File: src/rtl/sdram_stream_writer_if.sv
// Bundles the upstream stream and the Avalon-MM write master into one port.
// Handshakes: a stream word moves on s_valid & s_ready; an Avalon write completes on avm_write & !avm_waitrequest.
interface sdram_stream_writer_if #(
  parameter int DATA_W = 16,
  parameter int ADDR_W = 25
);
  logic                  s_valid;
  logic                  s_ready;
  logic [DATA_W-1:0]     s_data;
  logic [ADDR_W-1:0]     avm_address;
  logic                  avm_write;
  logic [DATA_W-1:0]     avm_writedata;
  logic [DATA_W/8-1:0]   avm_byteenable;
  logic                  avm_waitrequest;

  modport master (
    input  s_valid, s_data, avm_waitrequest,
    output s_ready, avm_address, avm_write, avm_writedata, avm_byteenable
  );

  modport slave (
    output s_valid, s_data, avm_waitrequest,
    input  s_ready, avm_address, avm_write, avm_writedata, avm_byteenable
  );
endinterface

File: src/rtl/sdram_stream_writer.sv
// Streams a fixed number of words from an upstream valid/ready source into SDRAM
// through an Avalon-MM write master, buffered by a small FIFO.
module sdram_stream_writer #(
  parameter int DATA_W     = 16,
  parameter int ADDR_W     = 25,
  parameter int LEN_W      = 24,
  parameter int FIFO_DEPTH = 16
) (
  input  logic                 clk_clk,
  input  logic                 reset_reset_n,
  input  logic                 pll_locked,
  input  logic                 start,
  input  logic [ADDR_W-1:0]    base_addr,
  input  logic [LEN_W-1:0]     length,
  sdram_stream_writer_if.master bus,
  output logic                 busy,
  output logic                 done,
  output logic [1:0]           state_dbg
);

  localparam int PTR_W = $clog2(FIFO_DEPTH);
  localparam logic [ADDR_W-1:0] ADDR_INC = ADDR_W'(DATA_W / 8);
  localparam logic [PTR_W:0]    FILL_MAX = (PTR_W + 1)'(FIFO_DEPTH);

  typedef enum logic [1:0] {
    IDLE   = 2'd0,
    RUN    = 2'd1,
    FINISH = 2'd2
  } state_t;

  state_t              state_q;
  state_t              state_d;
  logic                load;
  logic [LEN_W-1:0]    len_q;
  logic [LEN_W-1:0]    acc_cnt;
  logic [LEN_W-1:0]    wr_cnt;
  logic [ADDR_W-1:0]   addr_q;
  logic [PTR_W-1:0]    wr_ptr;
  logic [PTR_W-1:0]    rd_ptr;
  logic [PTR_W:0]      fill;
  logic [DATA_W-1:0]   mem [FIFO_DEPTH];
  logic                full;
  logic                empty;
  logic                push;
  logic                pop;
  logic                last_pop;

  assign full  = (fill == FILL_MAX);
  assign empty = (fill == '0);

  // s_ready depends only on state and counters, never on s_valid.
  assign bus.s_ready        = (state_q == RUN) && !full && (acc_cnt < len_q);
  assign bus.avm_write      = (state_q == RUN) && !empty;
  assign bus.avm_address    = addr_q;
  assign bus.avm_writedata  = mem[rd_ptr];
  assign bus.avm_byteenable = '1;

  assign push     = bus.s_ready && bus.s_valid;
  assign pop      = bus.avm_write && !bus.avm_waitrequest;
  assign last_pop = pop && (wr_cnt == len_q - LEN_W'(1));

  assign busy      = (state_q != IDLE);
  assign done      = (state_q == FINISH);
  assign state_dbg = state_q;

  always_comb begin
    state_d = state_q;
    load    = 1'b0;
    case (state_q)
      IDLE: begin
        if (start && pll_locked) begin
          state_d = RUN;
          load    = 1'b1;
        end
      end
      RUN: begin
        if ((len_q == '0) || last_pop) state_d = FINISH;
      end
      FINISH:  state_d = IDLE;
      default: state_d = IDLE;
    endcase
  end

  always_ff @(posedge clk_clk or negedge reset_reset_n) begin
    if (!reset_reset_n) begin
      state_q <= IDLE;
      len_q   <= '0;
      acc_cnt <= '0;
      wr_cnt  <= '0;
      addr_q  <= '0;
      wr_ptr  <= '0;
      rd_ptr  <= '0;
      fill    <= '0;
    end else begin
      state_q <= state_d;
      if (load) begin
        len_q   <= length;
        addr_q  <= {base_addr[ADDR_W-1:1], 1'b0};
        acc_cnt <= '0;
        wr_cnt  <= '0;
        wr_ptr  <= '0;
        rd_ptr  <= '0;
        fill    <= '0;
      end else begin
        if (push) begin
          acc_cnt <= acc_cnt + LEN_W'(1);
          wr_ptr  <= wr_ptr + PTR_W'(1);
        end
        // Address wraps naturally at 2^ADDR_W.
        if (pop) begin
          wr_cnt <= wr_cnt + LEN_W'(1);
          rd_ptr <= rd_ptr + PTR_W'(1);
          addr_q <= addr_q + ADDR_INC;
        end
        case ({push, pop})
          2'b10:   fill <= fill + (PTR_W + 1)'(1);
          2'b01:   fill <= fill - (PTR_W + 1)'(1);
          default: fill <= fill;
        endcase
      end
    end
  end

  // Buffer storage carries no reset; validity is tracked by fill.
  always_ff @(posedge clk_clk) begin
    if (push) mem[wr_ptr] <= bus.s_data;
  end

endmodule
File: src/flat_wrapper.sv
// flat-port wrapper written by rule: the top's interface ports become plain ports
module sdram_stream_writer_flat 
#(
  parameter int DATA_W     = 16,
  parameter int ADDR_W     = 25,
  parameter int LEN_W      = 24,
  parameter int FIFO_DEPTH = 16
)
  (clk_clk, reset_reset_n, pll_locked, start, base_addr, length, busy, done, state_dbg, bus_s_valid, bus_s_data, bus_avm_waitrequest, bus_s_ready, bus_avm_address, bus_avm_write, bus_avm_writedata, bus_avm_byteenable);
  sdram_stream_writer_if #(.DATA_W(DATA_W), .ADDR_W(ADDR_W)) bus_i ();
  input  logic clk_clk;
  input  logic reset_reset_n;
  input  logic pll_locked;
  input  logic start;
  input  logic [ADDR_W-1:0] base_addr;
  input  logic [LEN_W-1:0] length;
  output logic busy;
  output logic done;
  output logic [1:0] state_dbg;
  input wire logic [$bits(bus_i.s_valid)-1:0] bus_s_valid;
  input wire logic [$bits(bus_i.s_data)-1:0] bus_s_data;
  input wire logic [$bits(bus_i.avm_waitrequest)-1:0] bus_avm_waitrequest;
  output wire logic [$bits(bus_i.s_ready)-1:0] bus_s_ready;
  output wire logic [$bits(bus_i.avm_address)-1:0] bus_avm_address;
  output wire logic [$bits(bus_i.avm_write)-1:0] bus_avm_write;
  output wire logic [$bits(bus_i.avm_writedata)-1:0] bus_avm_writedata;
  output wire logic [$bits(bus_i.avm_byteenable)-1:0] bus_avm_byteenable;
  assign bus_i.s_valid = bus_s_valid;
  assign bus_i.s_data = bus_s_data;
  assign bus_i.avm_waitrequest = bus_avm_waitrequest;
  assign bus_s_ready = bus_i.s_ready;
  assign bus_avm_address = bus_i.avm_address;
  assign bus_avm_write = bus_i.avm_write;
  assign bus_avm_writedata = bus_i.avm_writedata;
  assign bus_avm_byteenable = bus_i.avm_byteenable;
  sdram_stream_writer #(.DATA_W(DATA_W), .ADDR_W(ADDR_W), .LEN_W(LEN_W), .FIFO_DEPTH(FIFO_DEPTH)) u_core (.clk_clk(clk_clk), .reset_reset_n(reset_reset_n), .pll_locked(pll_locked), .start(start), .base_addr(base_addr), .length(length), .bus(bus_i), .busy(busy), .done(done), .state_dbg(state_dbg));
endmodule
File: config.mk
export PLATFORM = sky130hd
export DESIGN_NAME = sdram_stream_writer_flat
export DESIGN_NICKNAME = d
export VERILOG_FILES = /design/src/rtl/sdram_stream_writer_if.sv /design/src/rtl/sdram_stream_writer.sv /design/src/flat_wrapper.sv
export SDC_FILE = /design/constraint.sdc
export NUM_CORES = 1
export LEC_CHECK = 0
export CAP_MARGIN = 10
export CORE_MARGIN = 4
export CORE_UTILIZATION = 50
export CTS_CLUSTER_DIAMETER = 200
export DETAILED_ROUTE_END_ITERATION = 7
export PLACE_DENSITY = 0.68
export RECOVER_POWER = 50
export REMOVE_ABC_BUFFERS = 1
export SLEW_MARGIN = 20
export SYNTH_ARGS = -nofsm -noshare
export SYNTH_HDL_FRONTEND = slang
export SYNTH_SLANG_ARGS = --single-unit
File: constraint.sdc
create_clock -name clk_clk -period 3.93 [get_ports clk_clk]
set_clock_uncertainty 0.05 [all_clocks]
set_input_delay 0.786 -clock clk_clk [delete_from_list [all_inputs] [get_ports clk_clk]]
set_output_delay 0.786 -clock clk_clk [all_outputs]
set_load 0.1 [all_outputs]
### Word level (Yosys, flattened, before mapping)

Memories as Yosys holds them, arrays and structs flattened.
Cells that the tools add are included.

| word-level totals | value |
|---|---|
| output and inout bits | 49 |
| input port bits | 71 |
| memories | 1 |
| RAM bits | 256 |
| register bits | 112 |
| logic and storage cells | 64 |

| cells by class | value |
|---|---|
| add/subtract/negate cells | 8 |
| muxes and demuxes | 19 |
| reduce and logical (&&, ||, !) cells | 19 |
| equal/unequal tests | 8 |
| $lt $le $gt $ge | 1 |

Memory list:

| memory | words | bits a word | read ports | clocked after memory_dff | wr ports | RTL line | RTL |
|---|---|---|---|---|---|---|---|
| u_core.mem | 16 | 16 | 1 | 0 | 1 | sdram_stream_writer.sv:41 | `logic [DATA_W-1:0] mem [FIFO_DEPTH];` |

Operators by type and width:

| kind | count |
|---|---|
| 24-bit two-way mux | 4 |
| 25-bit two-way mux | 2 |
| 24-bit by 1-bit adder with 24-bit output (second input constant) | 2 |
| 25-bit by 2-bit adder with 25-bit output (second input constant) | 1 |
| 24-bit == test | 1 |
| 24-bit zero test | 1 |
| 24-bit less-than comparator | 1 |
| 24-bit by 1-bit subtractor with 24-bit output (second input constant) | 1 |
| 4-bit two-way mux | 4 |
| 5-bit one-hot mux with 2 select lines | 1 |
| 4-bit by 1-bit adder with 4-bit output (second input constant) | 2 |
| 1-bit logical AND | 7 |
| 2-bit nonzero test | 3 |
| 5-bit by 1-bit adder with 5-bit output (second input constant) | 1 |
| 5-bit == test (second input constant) | 1 |
| 5-bit zero test | 1 |
| 5-bit two-way mux | 1 |
| 5-bit by 1-bit subtractor with 5-bit output (second input constant) | 1 |
| 2-bit by 1-bit == test with 1-bit output (second input constant) | 2 |
| 2-bit == test (second input constant) | 2 |
| 1-bit two-way mux | 4 |
| 2-bit two-way mux | 2 |
| 2-bit one-hot mux with 2 select lines | 1 |
| 1-bit zero test | 3 |
| 6 further kinds | 6 |

### Longest topological paths before layout

| logic depth | value |
|---|---|
| depth after elaboration | 8 |
| mapped depth | 19 |
| mapped depth without buffers | 17 |

### Worst setup path before layout

No wires, ideal clock.

| timing path | value |
|---|---|
| path kind | flip-flop to flip-flop |
| start | register u_core.state_q[0], in the netlist u_core.state_dbg[0] |
| end | memory u_core.mem[3][0] (enable) |
| clock period less this slack | 4.107 ns |
| cell stages (with the launch flop) | 10 |
| buffers on the path | 2 |
| data arrival time | 3.648 ns |
| required time | 3.471 ns |
| library setup time | 0.409 ns |
| setup slack | -0.177 ns |
| cells stage by stage | dfrtp_1 -> nand2b_1 -> a211o_1 -> a221oi_2 -> o21a_1 -> o211a_1 -> buf_6 -> clkbuf_1 -> nand2_1 -> nor3_1 |

| between the ends | value |
|---|---|
| word-level cells in the longest chain between the ends | 6 |

Ends and longest elaborated chain:

| what | RTL line | RTL |
|---|---|---|
| start, declared | sdram_stream_writer.sv:31 | `state_t state_q;` |
| start signal, assigned | sdram_stream_writer.sv:95 | `state_q <= state_d;` |
| 2-bit by 1-bit == test with 1-bit output | sdram_stream_writer.sv:52 | `assign bus.s_ready = (state_q == RUN) && !full && (acc_cnt < len_q);` |
| 1-bit logical AND (2 in series) | sdram_stream_writer.sv:52 |  |
| 1-bit logical AND | sdram_stream_writer.sv:58 | `assign push = bus.s_ready && bus.s_valid;` |
| 1-bit two-way mux | sdram_stream_writer.sv:126 | `if (push) mem[wr_ptr] <= bus.s_data;` |
| 1-bit two-way mux (implied by the code) | sdram_stream_writer.sv:126 |  |
| end, declared | sdram_stream_writer.sv:41 |  |

No other way between the ends.

### Worst setup path after layout

| timing path | value |
|---|---|
| start | register u_core.rd_ptr[0] |
| end | output bus_avm_writedata[8] |

| between the ends | value |
|---|---|
| word-level cells in the longest chain between the ends | 1 |

Ends and longest elaborated chain:

| what | RTL line | RTL |
|---|---|---|
| start, declared | sdram_stream_writer.sv:39 | `logic [PTR_W-1:0] rd_ptr;` |
| start signal, assigned | sdram_stream_writer.sv:112 | `rd_ptr <= rd_ptr + PTR_W'(1);` |
| memory 16 x 16 bit | - |  |
| end, declared | flat_wrapper.sv:26 | `output wire logic [$bits(bus_i.avm_writedata)-1:0] bus_avm_writedata;` |

No other way between the ends.

==> flow_metrics.py <==
metrics = {
    "run_status": {
        "status": "complete, but fails checks",
        "violations": "capacitance limit, slew limit",
    },
    "timing": {
        "tns_ns": 0,
        "relSlewSlack_pct": -39.88,
        "worst_slack_ns": 0.1583,
        "rsz0062_at_grt": "false",
        "max_freq_mhz": 265.1,
        "maxSlewViolCount": 141,
        "tightest_slew_ns": 2.098,
        "final.period_utilization_pct": 95.97,
        "final-setup-viol-count": 0,
        "hold_viol": 0,
        "period_needed_ns": 3.772,
        "whs_ns": 0.5164,
    },
    "route": {
        "first_pass_iters": 5,
        "ant_nets": 0,
        "avgViaCountPerCell": 5.645,
        "drcViolationCount": 0,
        "route.vias.total": 9975,
        "wl_per_cell_um": 20.24,
        "first_iter_violations": 667,
        "wl_mm": 35.77,
    },
    "placed_design": {
        "dpl_cell_area_um2": 18270,
        "io_buffers": 115,
        "place_congestion": 0.8443,
        "preCtsSetupSlack_ns": 0.2302,
        "hpwl_mm": 22.30,
    },
    "global_routing": {
        "first_global_vias": 10040,
        "use_met1_pct": 27.65,
        "grtUsageTotal_pct": 20.04,
        "grt_max_degree": 78,
        "overflow": 0,
        "met3_usage_pct": 2.747,
        "antenna_found_initial": 2,
        "grt_pass1_wl_mm": 56.44,
        "use_met2_pct": 34.14,
        "top_usage_layer": "met2",
    },
    "synth": {
        "synthCells": 1149,
        "synthArstFlopShare_pct": 30.25,
        "yosysUniqueCellTypes": 54,
        "syn-mean-instance-area_um2": 14.26,
        "yosysTopAreaCell": "edfxtp_1",
        "yosys-top-cells-count": "edfxtp_1 (256), dfrtp_1 (111), nand2_1 (93), mux4_2 (80), nor2_1 (80)",
        "syn_area_um2": 16390,
        "yosysTopAreaCellShare_pct": 46.90,
        "synthFlopType": "edfxtp_1",
        "ys_seq_area_share_pct": 63.85,
        "yosysMostFrequentCell": "edfxtp_1",
        "ys_seq_elements": 367,
        "synthTopCellsByArea": "edfxtp_1 (47%), dfrtp_1 (17%), mux4_2 (11%)",
        "synth_edf_count": 256,
        "synth_warnings": 0,
    },
    "pwr": {
        "powerDensity_nw_per_um2": 769.8,
        "peakVddDrop_mv": 0.5422,
        "p_leak_uw": 0.007123,
        "power_frac_comb_pct": 40.0,
        "intPower_uw": 8991,
        "p_sw_share_pct": 40.30,
        "clkPwrFrac_pct": 24.8,
        "p_switching_uw": 6069,
        "seqPwrFrac_pct": 35.2,
    },
    "setup_path": {
        "crit_arrival_ns": 2.94,
        "reg2reg_depth": 16,
        "r2r_start": "u_core.len_q[23]",
        "critPathKind": "register to output port",
        "required_ns": 3.09,
        "start_kind": "register",
        "rrSetupSlack_ns": 0.27,
        "r2r_end": "u_core.fill[4]",
        "crit_fanout": 26,
        "endpoint_kind": "output port",
    },
    "run": {
        "drv_cap": 2,
    },
    "cts": {
        "holdBufCountCts": 0,
        "cts_root_buf": "clkbuf_16",
        "cts.repair_timing.setup_buffer_count": 0,
        "cts_tree": "built",
        "htree_levels": 2,
        "clk_pin_slew_ns": 0.06,
        "cts_buffer_depth": 3,
        "cts_sinks": 367,
        "cts_buffers": 39,
        "insertion_delay_ns": 0.54,
    },
    "worst_hold_path": {
        "min_from": "u_core.acc_cnt[0]",
        "hp-class": "register to register",
        "whs_endpoint": "u_core.acc_cnt[0]",
        "holdPathStages": 1,
    },
    "layout": {
        "drive_above_1_share_pct": 16.69,
        "syn_to_final_growth_pct": 19.38,
        "stdcell_area_um2": 19570,
        "final_core_util_pct": 60.29,
        "nNetsFinal": 1402,
    },
    "floorplanning": {
        "fp.coreArea_um2": 32450,
        "die_w_um": 189.1,
        "die_y_um": 189.1,
        "rows": 66,
        "start_util_pct": 50.50,
        "io_pins": 120,
        "die-area_um2": 35740,
    },
}
[cell type report]
type,instances,area [µm²]
antenna,1,2.502
inverter,45,168.9
clock inverter,22,264.0
multi-input combinational,683,5584
tap,442,553.0
clock buffer,49,1044
sequential,367,10470
fill,2557,12890
timing repair buffer,158,1479
[power by group through the flow]
| stage | clock network, µW | registers (µW) | logic (µW) |
|---|---|---|---|
| 3_3_place_gp | 0 | 5350 | 6000 |
| 6_report | 3740 | 5300 | 6020 |
| 2_1_floorplan | 0 | 6260 | 3620 |
| 3_5_place_dp | 0 | 5370 | 6080 |
| 5_1_grt | 4000 | 5400 | 6390 |
| 4_1_cts | 3820 | 5300 | 6090 |
[logic make-up after synthesis]
family	share of synthesized area [%]
flip-flops	63.85
AND/OR/NAND/NOR	9.657
AO/OA/AOI/OAI	5.077
buffers and inverters	2.420
XOR/XNOR	4.649
multiplexers	11.43
adder cells (fa/ha/maj)	2.870
other	0.04582
[layout by cell type (no fill, tap or decap), types with 3 or more instances in the layout]
cell	instances
xor2_1	45
clkbuf_1	9
nand2_1	93
clkbuf_8	3
nand4_1	26
and4_1	11
a211oi_1	4
clkinv_1	7
mux4_2	80
a21o_1	8
o31ai_1	5
and2_1	5
nor2_2	12
ha_1	35
xnor2_1	42
buf_12	5
nand3_1	36
and3_1	15
nand2b_1	5
conb_1	3
inv_1	44
nor3_1	19
clkdlybuf4s50_1	79
o41ai_1	3
bufinv_16	5
nor4_1	7
o21ai_0	74
mux2i_1	6
or3_1	15
clkinv_2	6
edfxtp_1	256
a21oi_1	29
nor2_1	68
or4_1	5
dfrtp_1	109
nor3_2	4
buf_4	54
dlygate4sd3_1	17
clkbuf_16	39
[worst max-delay path by stage]
stage,from,endpoint,slack (ns),depth (start not counted)
global placement,u_core.len_q[23],u_core.fill[4],0.27,16
global route,u_core.len_q[23],u_core.fill[4],0.009,16
finish,u_core.rd_ptr[0],bus_avm_writedata[8],0.16,4
floorplan,u_core.rd_ptr[0],bus_avm_writedata[0],-0.93,2
detailed placement,u_core.len_q[23],u_core.fill[4],0.23,16
CTS,u_core.rd_ptr[0],bus_avm_writedata[8],0.09,4
[metal layers]
metal / routed length (µm) / up-vias
met5: 13 / -
met4: 747 / 2
met3: 1653 / 63
met2: 18210 / 255
met1: 15150 / 5042
li1: - / 4613
[registers in the layout, summed over array words and instances, names as in the netlist]
name / flops
u_core.rd_ptr: 4
u_core.state_dbg: 2
u_core.mem: 256
u_core.len_q: 24
u_core.wr_ptr: 4
u_core.wr_cnt: 24
u_core.bus.avm_address: 24
u_core.acc_cnt: 24
u_core.fill: 5
[worst max-delay path, cell delays in order (launching register included)]
cell     delay (ns)
dfrtp_4        0.77
buf_12         0.27
mux4_2         0.55
mux4_2         0.52
buf_4          0.26
[timing repair]
action | in CTS | in global routing
gates resized for setup | 0 | 1
endpoints found under the setup margin | 0 | 1
endpoints found under the hold margin | 0 | 0
[metrics by stage]
stage,cells,power [µW]
5_1_grt,1767,15790
4_1_cts,1766,15210
2_1_floorplan,1095,9878
6_report,1767,15060
3_5_place_dp,1695,11450
3_3_place_gp,1695,11340
(Power assumes the default switching activity.)
